$ cat src/rtl/tnoc_output_arbiter_pkg.sv
// Shared types for the router output arbitration path: the grant vector
// and the arbiter state, reused by router monitors and assertions.
package tnoc_output_arbiter_pkg;

    // Number of input ports competing for one router output.
    localparam int TNOC_REQUESTERS = 5;

    // One-hot (or zero) grant vector that steers the output switch mux.
    typedef logic [TNOC_REQUESTERS-1:0] tnoc_grant_t;

    // Packet ownership state of one output port.
    typedef enum logic {
        IDLE = 1'b0,
        BUSY = 1'b1
    } arb_state_t;

endpackage

$ cat src/rtl/tnoc_round_robin_selector.sv
// Combinational round-robin pick: scans the request vector starting one
// past the most recently granted index, wrapping at REQUESTERS-1, and
// returns the first set request as a one-hot vector plus its index.
module tnoc_round_robin_selector #(
    parameter int REQUESTERS = 5,
    parameter int IDX_W      = $clog2(REQUESTERS)
) (
    input  logic [REQUESTERS-1:0] request,
    input  logic [IDX_W-1:0]      last,
    output logic [REQUESTERS-1:0] winner,
    output logic [IDX_W-1:0]      winner_index
);

    logic [IDX_W-1:0] idx;
    logic             found;

    // Walk every port once in rotating priority order and keep the first hit.
    always_comb begin
        // NOTE: every variable gets a default before the loop so no path
        // leaves a value unassigned, which would otherwise infer a latch.
        winner       = '0;
        winner_index = '0;
        found        = 1'b0;
        idx          = last;
        for (int i = 0; i < REQUESTERS; i++) begin
            // Explicit wrap: REQUESTERS need not be a power of two.
            idx = (idx == IDX_W'(REQUESTERS - 1)) ? '0 : idx + IDX_W'(1);
            if (!found && request[idx]) begin
                found        = 1'b1;
                winner[idx]  = 1'b1;
                winner_index = idx;
            end
        end
    end

endmodule

$ cat src/rtl/tnoc_output_arbiter.sv
// Packet-level owner arbitration for one router output port. Grants one
// input port at a time, holds the grant until the switch reports that the
// tail flit has left, then hands over to the next requester round-robin
// in the same cycle so back-to-back packets see no bubble.
module tnoc_output_arbiter
    import tnoc_output_arbiter_pkg::*;
#(
    parameter int REQUESTERS = 5
) (
    input  logic                  clk,
    input  logic                  rst_n,
    input  logic [REQUESTERS-1:0] i_request,
    input  logic                  i_free,
    output logic [REQUESTERS-1:0] o_grant,
    output logic                  o_busy
);

    localparam int IDX_W = $clog2(REQUESTERS);

    arb_state_t            state_q;
    logic [REQUESTERS-1:0] grant_q;
    logic [IDX_W-1:0]      last_q;
    logic [REQUESTERS-1:0] sel_request;
    logic [REQUESTERS-1:0] winner;
    logic [IDX_W-1:0]      winner_index;

    // While a packet is in flight, mask the owner so a release hands over to
    // someone else; the owner's bit belongs to its next packet.
    always_comb begin
        sel_request = (state_q == BUSY) ? (i_request & ~grant_q) : i_request;
    end

    tnoc_round_robin_selector #(
        .REQUESTERS (REQUESTERS),
        .IDX_W      (IDX_W)
    ) u_selector (
        .request      (sel_request),
        .last         (last_q),
        .winner       (winner),
        .winner_index (winner_index)
    );

    // Ownership state, grant and round-robin pointer; port 0 wins first after reset.
    always_ff @(posedge clk or negedge rst_n) begin
        if (!rst_n) begin
            // NOTE: non-blocking assignments keep every register updating from
            // the same pre-edge values, independent of statement order.
            state_q <= IDLE;
            grant_q <= '0;
            last_q  <= IDX_W'(REQUESTERS - 1);
        end else begin
            case (state_q)
                IDLE: begin
                    if (|winner) begin
                        state_q <= BUSY;
                        grant_q <= winner;
                        last_q  <= winner_index;
                    end
                end
                BUSY: begin
                    if (i_free) begin
                        if (|winner) begin
                            grant_q <= winner;
                            last_q  <= winner_index;
                        end else begin
                            state_q <= IDLE;
                            grant_q <= '0;
                        end
                    end
                end
                default: begin
                    state_q <= IDLE;
                    grant_q <= '0;
                end
            endcase
        end
    end

    assign o_grant = grant_q;
    assign o_busy  = |grant_q;

    // The grant only ever selects a single switch path.
    a_grant_onehot0: assert property (@(posedge clk) disable iff (!rst_n)
        $onehot0(grant_q));

    // A packet in flight keeps its path until the tail flit has gone.
    a_grant_held: assert property (@(posedge clk) disable iff (!rst_n)
        (state_q == BUSY && !i_free) |=> $stable(grant_q));

endmodule

$ cat config.mk
export PLATFORM = sky130hd
export DESIGN_NAME = tnoc_output_arbiter
export DESIGN_NICKNAME = d
export VERILOG_FILES = /design/src/rtl/tnoc_output_arbiter_pkg.sv /design/src/rtl/tnoc_round_robin_selector.sv /design/src/rtl/tnoc_output_arbiter.sv
export SDC_FILE = /design/constraint.sdc
export NUM_CORES = 1
export LEC_CHECK = 0
export ABC_AREA = 1
export CAP_MARGIN = 5
export CORE_MARGIN = 2
export CORE_UTILIZATION = 45
export CTS_BUF_LIST = sky130_fd_sc_hd__clkbuf_4 sky130_fd_sc_hd__clkbuf_8
export DETAILED_ROUTE_END_ITERATION = 8
export GPL_ROUTABILITY_DRIVEN = 1
export GPL_TIMING_DRIVEN = 0
export PLACE_DENSITY = 0.67
export SYNTH_ARGS = -nofsm -noshare
export SYNTH_HDL_FRONTEND = slang
export SYNTH_HIERARCHICAL = 1
export SYNTH_SLANG_ARGS = --single-unit
export TNS_END_PERCENT = 50
$ cat constraint.sdc
create_clock -name clk -period 3.3 [get_ports clk]
set_input_delay 0.66 -clock clk [delete_from_list [all_inputs] [get_ports clk]]
set_output_delay 0.66 -clock clk [all_outputs]
set_load 0.05 [all_outputs]
Word-level counts from Yosys, hierarchy flattened

Index checks and enable logic that the tools add are counted.

Equal/unequal tests: 7
$lt $le $gt $ge: 10
Add/subtract/negate cells: 5
Reductions and logical operators: 16
Muxes and demuxes: 50
Bitwise gates (word level): 7

Operators with widths:

| kind                  | count |
|---|---|
| $mux W5               | 9 |
| $mux W3               | 12 |
| $lt A3 B4 Y1 const B  | 5 |
| $or A5 B5 Y5          | 4 |
| $mux W1               | 16 |
| $add A3 B1 Y3 const B | 5 |
| $bmux W1 S3           | 5 |
| $demux W1 S3          | 5 |
| $eq A3 B3 Y1 const B  | 5 |
| $ge A3 B1 Y1 const B  | 5 |
| $pmux W5 S2           | 1 |
| $reduce_or A5 Y1      | 2 |
| $logic_and A1 B1 Y1   | 9 |
| $pmux W3 S2           | 1 |
| $and A5 B5 Y5         | 1 |
| $not A5 Y5            | 1 |
| $logic_not A1 Y1      | 4 |
| $ne A2 B2 Y1 const B  | 2 |
| $pmux W1 S2           | 1 |
| $reduce_and A2 Y1     | 1 |
| $not A1 Y1            | 1 |

Input bits: 8
Word-level logic and storage cells: 98
Register bits after elaboration: 9
Output and inout bits: 6

Depth between registers and ports, before layout

Gate-level depths: netlist (run 1).

Depth after elaboration: 22
Depth in mapped cells: 29

By module

Netlist (run 1), hierarchy kept.

By module, submodules not included:

| module                    | instances | area each (um2) | cells an instance |
|---|---|---|---|
| tnoc_round_robin_selector | 1         | 1148.6          | 216 |
| tnoc_output_arbiter       | 1         | 456.7           | 52 |

Least setup slack after synthesis (run 1)

OpenSTA, ideal clock, no wires.

Path type: reg2reg
Start: register last_q[0]
End: register grant_q[2] (netlist: o_grant[2])
Arrival time: 3.404 ns
Path slack: -0.171 ns
Data required time: 3.234 ns
Setup time: 0.066 ns
Path buffers: 0
Stages on the path, launching flop included: 29
Cell sequence: dfrtp_1 inv_1 ha_1 nand2_1 nand2_2 ha_1 inv_1 ha_1 nor2_1 nand2_4 nand2_4 nand2_4 nand2_8 nand2_1 o21ai_1 nand2_1 nand2_1 nand2_1 nand2_1 nor2_4 nand2_1 nand2_1 inv_1 nand2_1 nor2_1 nand3_1 nand2_8 nand3_1 nand2_1

Longest elaborated chain between the ends: 21
Elaborated cells on any way between the ends: 78
Classes of those cells: 5 x add/sub; 10 x order compare; 6 x eq/ne; 38 x mux; 4 x bitwise; 15 x reduce/logical

RTL lines:

| element                                                               | line                                                 | RTL |
|---|---|---|
| start, declared                                                       | tnoc_output_arbiter.sv:22                            | `logic [IDX_W-1:0] last_q;` |
| start signal, assigned                                                | tnoc_output_arbiter.sv:50                            | `last_q <= IDX_W'(REQUESTERS - 1);` |
| start signal, assigned                                                | tnoc_output_arbiter.sv:57                            | `last_q <= winner_index;` |
| start signal, assigned                                                | tnoc_output_arbiter.sv:64                            | `last_q <= winner_index;` |
| $add A3 B1 Y3 or $eq A3 B3 Y1 (tied branches)                         | tnoc_round_robin_selector.sv:27                      | `idx = (idx == IDX_W'(REQUESTERS - 1)) ? '0 : idx + IDX_W'(1);` |
| $mux W3 (*)                                                           | tnoc_round_robin_selector.sv:27                      |  |
| parallel branches: the longest is 14 deep, another holds $lt A3 B4 Y1 | -                                                    |  |
| $mux W5 (*)                                                           | tnoc_round_robin_selector.sv:28                      | `if (!found && request[idx]) begin` |
| via winner[2]                                                         | tnoc_output_arbiter.sv:24                            | `logic [REQUESTERS-1:0] winner;` |
| $reduce_or A5 Y1                                                      | tnoc_output_arbiter.sv:54, tnoc_output_arbiter.sv:62 |  |
| $mux W5                                                               | tnoc_output_arbiter.sv:62                            | `if (\|winner) begin` |
| $mux W5                                                               | tnoc_output_arbiter.sv:61                            | `if (i_free) begin` |
| $pmux W5 S2                                                           | tnoc_output_arbiter.sv:52                            | `case (state_q)` |
| end signal, assigned                                                  | tnoc_output_arbiter.sv:56                            | `grant_q <= winner;` |
| end signal, assigned                                                  | tnoc_output_arbiter.sv:63                            | `grant_q <= winner;` |
| end, declared                                                         | tnoc_output_arbiter.sv:21                            | `logic [REQUESTERS-1:0] grant_q;` |

Mark *: on every way through the listed nets, which the timed path passes. The select of a mux whose other input is x is not followed.
A chain may end at the register's enable or synchronous reset.

Final worst setup path (run 1)

Start: register last_q[1]
End: register grant_q[3] (netlist: o_grant[3])

Longest elaborated chain between the ends: 21
Elaborated cells on any way between the ends: 78
Classes of those cells: 5 x add/sub; 10 x order compare; 6 x eq/ne; 38 x mux; 4 x bitwise; 15 x reduce/logical

RTL lines:

| element                                                               | line |
|---|---|
| $add A3 B1 Y3 or $eq A3 B3 Y1 (tied branches)                         | tnoc_round_robin_selector.sv:27 |
| $mux W3 (*)                                                           | tnoc_round_robin_selector.sv:27 |
| parallel branches: the longest is 14 deep, another holds $lt A3 B4 Y1 | - |
| $mux W5 (*)                                                           | tnoc_round_robin_selector.sv:28 |
| via winner[1]                                                         | tnoc_output_arbiter.sv:24 |
| $reduce_or A5 Y1 (*)                                                  | tnoc_output_arbiter.sv:54, tnoc_output_arbiter.sv:62 |
| $mux W5                                                               | tnoc_output_arbiter.sv:62 |
| $mux W5                                                               | tnoc_output_arbiter.sv:61 |
| $pmux W5 S2                                                           | tnoc_output_arbiter.sv:52 |

Marked as above.

==> impl_metrics.env, run 1 <==
export IMPL_setup_viol=0
export IMPL_rsz0062_at_grt="true"
export IMPL_arrival_ps=3350
export IMPL_port_buffers=13
export IMPL_root_buffer="clkbuf_4"
export IMPL_grt_ovfl_total=0
export IMPL_die_h_um=63.7
export IMPL_rr_worst_depth=25
export IMPL_syn2layout_area_growth_pct=44.3
export IMPL_dieWidth_um=63.7
export IMPL_path_class="flip-flop to flip-flop"
export IMPL_status="complete, no violations"
export IMPL_setup_ws_ps=94.1
export IMPL_final_max_slew_viol_count=0
export IMPL_clock_latency_ps=260
export IMPL_clock_skew_ps=5.32
export IMPL_cts_tree="yes"
export IMPL_cp_slowest_cell="dfrtp_1"
export IMPL_finalCritPeriodShare_pct=97.1
export IMPL_nets=327
export IMPL_relSlewSlack_pct=44.6
export IMPL_synth_seq_cells=9
export IMPL_vias=1865
export IMPL_grt_start_max_net_pins=11
export IMPL_dp_slack_ps=-405
export IMPL_rows=21
export IMPL_antenna_found_initial=0
export IMPL_ctsLongestPathBuffers=2
export IMPL_fill_cells=282
export IMPL_whs_ps=530
export IMPL_antenna_cells=0
export IMPL_worstPathRequired_ps=3440
export IMPL_drc=0
export IMPL_slowest_delay_ps=380
export IMPL_drt_iter0_markers=100
export IMPL_cts_hold_buf=0
export IMPL_area_sequential_um2=228
export IMPL_drt_pass1_iter_count=4
export IMPL_coreArea_mm2=0.00339
export IMPL_tightest_slew_ps=825
export IMPL_grt_usage_pct=23.3
export IMPL_ys_seq_area_share_pct=14.1
export IMPL_min_path_cells=2
export IMPL_routed_wl_mm=4.88
export IMPL_syn_inst=268
export IMPL_post_drt_wl_per_cell_um=13.7
export IMPL_ant_nets=0
export IMPL_hpwl_mm=3.40
export IMPL_dieArea_mm2=0.00406
export IMPL_grt_pass1_vias=1654
export IMPL_syn_area_mm2=0.00161
export IMPL_hp_class="flip-flop to flip-flop"
export IMPL_numCtsBuffers=3
export IMPL_crit_path_max_fanout=8
export IMPL_start_util_pct=47.4
export IMPL_grt_pass1_wl_mm=7.51
export IMPL_hold_violations=0
export IMPL_h_tree_depth=1
export IMPL_drive_gt1_share_pct=33.9
export IMPL_via_per_inst=5.24
export IMPL_final_common_cell="nand2_1"
export IMPL_startpoint_type="flip-flop"
export IMPL_final_cell_mix="nand2_1, nand3_1, inv_1"
export IMPL_setup_worst_path_end_class="flip-flop"
export IMPL_cap_violations=0
export IMPL_crit_top_cell="nand2_8"
export IMPL_ys_warn_count=6
export IMPL_fin_crit_ps=3210
export IMPL_multi_input_area_mm2=0.00145
export IMPL_syn_avg_cell_area_um2=5.99
export IMPL_cts_clk_slew_worst_paths_ps=50
export IMPL_syn_nets=284
export IMPL_io_pins=14
export IMPL_fmax_mhz=312
export IMPL_clock_sinks=9
export IMPL_gp_congestion=0.891
export IMPL_ys_types=33
metrics by stage:
step	instances	area [um^2]	TNS [ps]	utilization, %
final	356	2320	0	68.4
after global routing	356	2320	-601	68.4
after CTS	335	1940	0	57.3
after detailed placement	327	1820	-3150	53.6
after global placement	327	1820	-3110	53.6
after floorplan	268	1630	0	-
metal layers:
metal	track usage [%]	vias to the layer above	share of wire, %
li1	-	973	-
met1	31.8	842	45
met2	38.3	40	50
met3	1.07	10	2.9
met4	9.78	0	2.5
met5	0	-	0
repair_timing:
action                     CTS  global route
buffers inserted             4            20
cloned                       0             1
gates resized for setup     20            52
pin swaps                    6            32
setup endpoints to repair    9             9
worst max-delay path: cells and delay by family (launching register included):
kind            cells  cell delay, ps
fa+ha+maj           3             740
flops               1             380
compound gates      2             290
buf+inv             4             290
simple gates       16            1390
cell usage after synthesis, drive strengths merged:
library cell,n,share of area [%]
o22ai,1,0.39
nand3,54,19
o21a,1,0.47
ha,8,6.2
nand2,92,27
dfstp,1,1.6
o21ai,8,2.5
nand4,9,3.5
nor3,4,1.2
a21oi,4,1.5
o211ai,1,0.47
inv,43,10
clkinv,2,0.55
a31oi,2,0.78
nor2,18,5.1
dfrtp,8,12
a21boi,5,2.3
o31ai,2,1.2
or2,1,0.39
buf,2,1.4
nand3b,2,0.94
sequential cells by signal, indices dropped and copies added, names as in the netlist:
signal and cells:
last_q 3, o_grant 5, state_q 1
cells by family (layout without fill, tap and decap cells):
group / Yosys count / in the layout / synth area share (%)
fa+ha+maj: 8 / 8 / 6.24
compound gates: 24 / 24 / 9.66
simple gates: 180 / 180 / 57.8
flops: 9 / 9 / 14.1
buf+inv: 47 / 89 / 12.2
final timing paths:
path,start,endpoint,slack (ps)
worst max-delay path,last_q[1],o_grant[3],90
worst min-delay path,last_q[2],last_q[2],530
worst max register to register,last_q[1],o_grant[3],90
worst min register to register,last_q[2],last_q[2],530
max in group asynchronous,rst_n,last_q[2],2310
min in group asynchronous,rst_n,o_grant[1],680
layout make-up:
| class | instances | area share [%] |
|---|---|---|
| tap | 46 | 2.48 |
| buffer | 2 | 0.972 |
| sequential | 9 | 9.83 |
| inverter | 45 | 8.21 |
| timing repair buffer | 38 | 14.6 |
| clock buffer | 4 | 1.30 |
| multi-input combinational | 212 | 62.6 |
Power of run 1 is left out: the tool's default activity adds up to more than one toggle a clock period on the data nets, which glitch-free logic cannot reach.
==> run 2, diff against run 1 <==
--- a/config.mk
+++ b/config.mk
@@ -14,6 +14,8 @@
 export GPL_ROUTABILITY_DRIVEN = 1
 export GPL_TIMING_DRIVEN = 0
 export PLACE_DENSITY = 0.67
+export REMOVE_ABC_BUFFERS = 1
+export SLEW_MARGIN = 30
 export SYNTH_ARGS = -nofsm -noshare
 export SYNTH_HDL_FRONTEND = slang
 export SYNTH_HIERARCHICAL = 1
==> impl_metrics.env, run 2 (synthesized netlist as in run 1, its figures left out) <==
export IMPL_final_cell_mix="nand2_1, nand3_1, inv_1"
export IMPL_crit_top_cell="inv_1"
export IMPL_dieWidth_um=63.7
export IMPL_rr_startpoint="last_q[1]"
export IMPL_antenna_found_initial=0
export IMPL_h_tree_depth=1
export IMPL_gp_congestion=0.911
export IMPL_grt_pass1_vias=1686
export IMPL_root_buffer="clkbuf_4"
export IMPL_arrival_ps=3440
export IMPL_drive_gt1_share_pct=34.5
export IMPL_startpoint_type="input pin"
export IMPL_dieArea_mm2=0.00406
export IMPL_syn2layout_area_growth_pct=38.0
export IMPL_vias=1864
export IMPL_hp_class="flip-flop to flip-flop"
export IMPL_ant_nets=0
export IMPL_fin_util_pct=65.3
export IMPL_cap_violations=0
export IMPL_io_pins=14
export IMPL_cts_clk_slew_worst_paths_ps=60
export IMPL_setup_viol=0
export IMPL_endpoint="o_grant[2]"
export IMPL_port_buffers=13
export IMPL_fin_crit_ps=3290
export IMPL_die_h_um=63.7
export IMPL_numCtsBuffers=3
export IMPL_dp_slack_ps=-677
export IMPL_post_drt_wl_per_cell_um=14.1
export IMPL_rsz0062_at_grt="true"
export IMPL_tightest_slew_ps=704
export IMPL_fmax_mhz=304
export IMPL_stdcell_area_mm2=0.00221
export IMPL_fill_cells=292
export IMPL_final_max_slew_viol_count=0
export IMPL_drc=0
export IMPL_grt_usage_pct=23.5
export IMPL_via_per_inst=5.33
export IMPL_r2r_slack_ps=50
export IMPL_ctsLongestPathBuffers=2
export IMPL_finalCritPeriodShare_pct=99.6
export IMPL_setup_ws_ps=13.7
export IMPL_placed_area_mm2=0.00177
export IMPL_setup_worst_path_end_class="flip-flop"
export IMPL_clock_latency_ps=260
export IMPL_clock_skew_ps=0.758
export IMPL_slowest_delay_ps=450
export IMPL_status="complete, no violations"
export IMPL_hpwl_mm=3.35
export IMPL_drt_pass1_iter_count=4
export IMPL_relSlewSlack_pct=52.8
export IMPL_cts_tree="yes"
export IMPL_largest_reg_flops=5
export IMPL_coreArea_mm2=0.00339
export IMPL_antenna_cells=0
export IMPL_clock_sinks=9
export IMPL_drt_iter0_markers=87
export IMPL_cp_startpoint="i_request[3]"
export IMPL_min_path_cells=2
export IMPL_rows=21
export IMPL_grt_ovfl_total=0
export IMPL_final_common_cell="nand2_1"
export IMPL_rr_worst_depth=26
export IMPL_nets=321
export IMPL_hold_violations=0
export IMPL_grt_pass1_wl_mm=7.67
export IMPL_rr_endpoint="o_grant[2]"
export IMPL_crit_path_max_fanout=4
export IMPL_path_class="input pin to flip-flop"
export IMPL_worstPathRequired_ps=3450
export IMPL_routed_wl_mm=4.93
export IMPL_grt_start_max_net_pins=13
export IMPL_start_util_pct=47.4
export IMPL_cp_cell_sequence="clkdlybuf4s50_1 -> a21boi_2 -> inv_1 -> o22ai_1 -> nand2_1 -> nand4_1 -> inv_1 -> nand2_1 -> inv_1 -> nand3_1 -> nand3_1 -> inv_1 -> nand2_2 -> inv_2 -> nand2_2 -> nor2_4 -> nand4_1 -> nand3_1 -> nand2_1"
export IMPL_cp_slowest_cell="clkdlybuf4s50_1"
## run 2: repair_timing
| action | in CTS | in global routing |
|---|---|---|
| buffers inserted | 6 | 15 |
| hold buffers | 0 | 0 |
| endpoints found under the setup margin | 9 | 9 |
| pin swaps | 9 | 28 |
| gates cloned | 0 | 0 |
| resized for setup | 28 | 48 |
## run 2: worst min-delay path by stage
stage	endpoint	start
2_1_floorplan	last_q[0]	rst_n
3_3_place_gp	last_q[2]	last_q[2]
3_5_place_dp	last_q[2]	last_q[2]
4_1_cts	last_q[2]	last_q[2]
5_1_grt	last_q[2]	last_q[2]
6_report	last_q[2]	last_q[2]
## run 2: routing by layer
layer  track usage, %  share of wire (%)  up-vias
met5                0                  0        -
met4             6.52                1.7        0
met3             1.25                4.4        8
met1             33.0                 45      861
met2             38.9                 49       47
li1                 -                  -      948
## run 2: cell type report
| class | count | area [um^2] | area share (%) |
|---|---|---|---|
| clock buffer | 4 | 30.0 | 1.36 |
| inverter | 45 | 188 | 8.47 |
| multi-input combinational | 212 | 1430 | 64.4 |
| sequential | 9 | 228 | 10.3 |
| tap | 46 | 57.6 | 2.60 |
| timing repair buffer | 34 | 285 | 12.9 |
## run 2: per-stage QoR
stage	TNS [ps]	std cells	hold slack [ps]
after floorplan	-1270	266	364
after global placement	-5490	325	493
after detailed placement	-5590	325	514
after CTS	0	335	521
after global routing	-1250	350	552
final	0	350	527
## run 2: critical path, delay by kind of cell
kind,cells,cell delay (ps)
AO/OA/AOI/OAI,2,550
buffers and inverters,6,900
AND/OR/NAND/NOR,11,1320
Power of run 2 is left out for the same reason.
==> run 3, diff against run 2 <==
--- a/config.mk
+++ b/config.mk
@@ -14,7 +14,6 @@
 export GPL_ROUTABILITY_DRIVEN = 1
 export GPL_TIMING_DRIVEN = 0
 export PLACE_DENSITY = 0.67
-export REMOVE_ABC_BUFFERS = 1
 export SLEW_MARGIN = 30
 export SYNTH_ARGS = -nofsm -noshare
 export SYNTH_HDL_FRONTEND = slang
==> results of run 3 <==
Final layout, timing and power as in run 1 (identical DEF).
Power of run 3 is left out for the same reason.
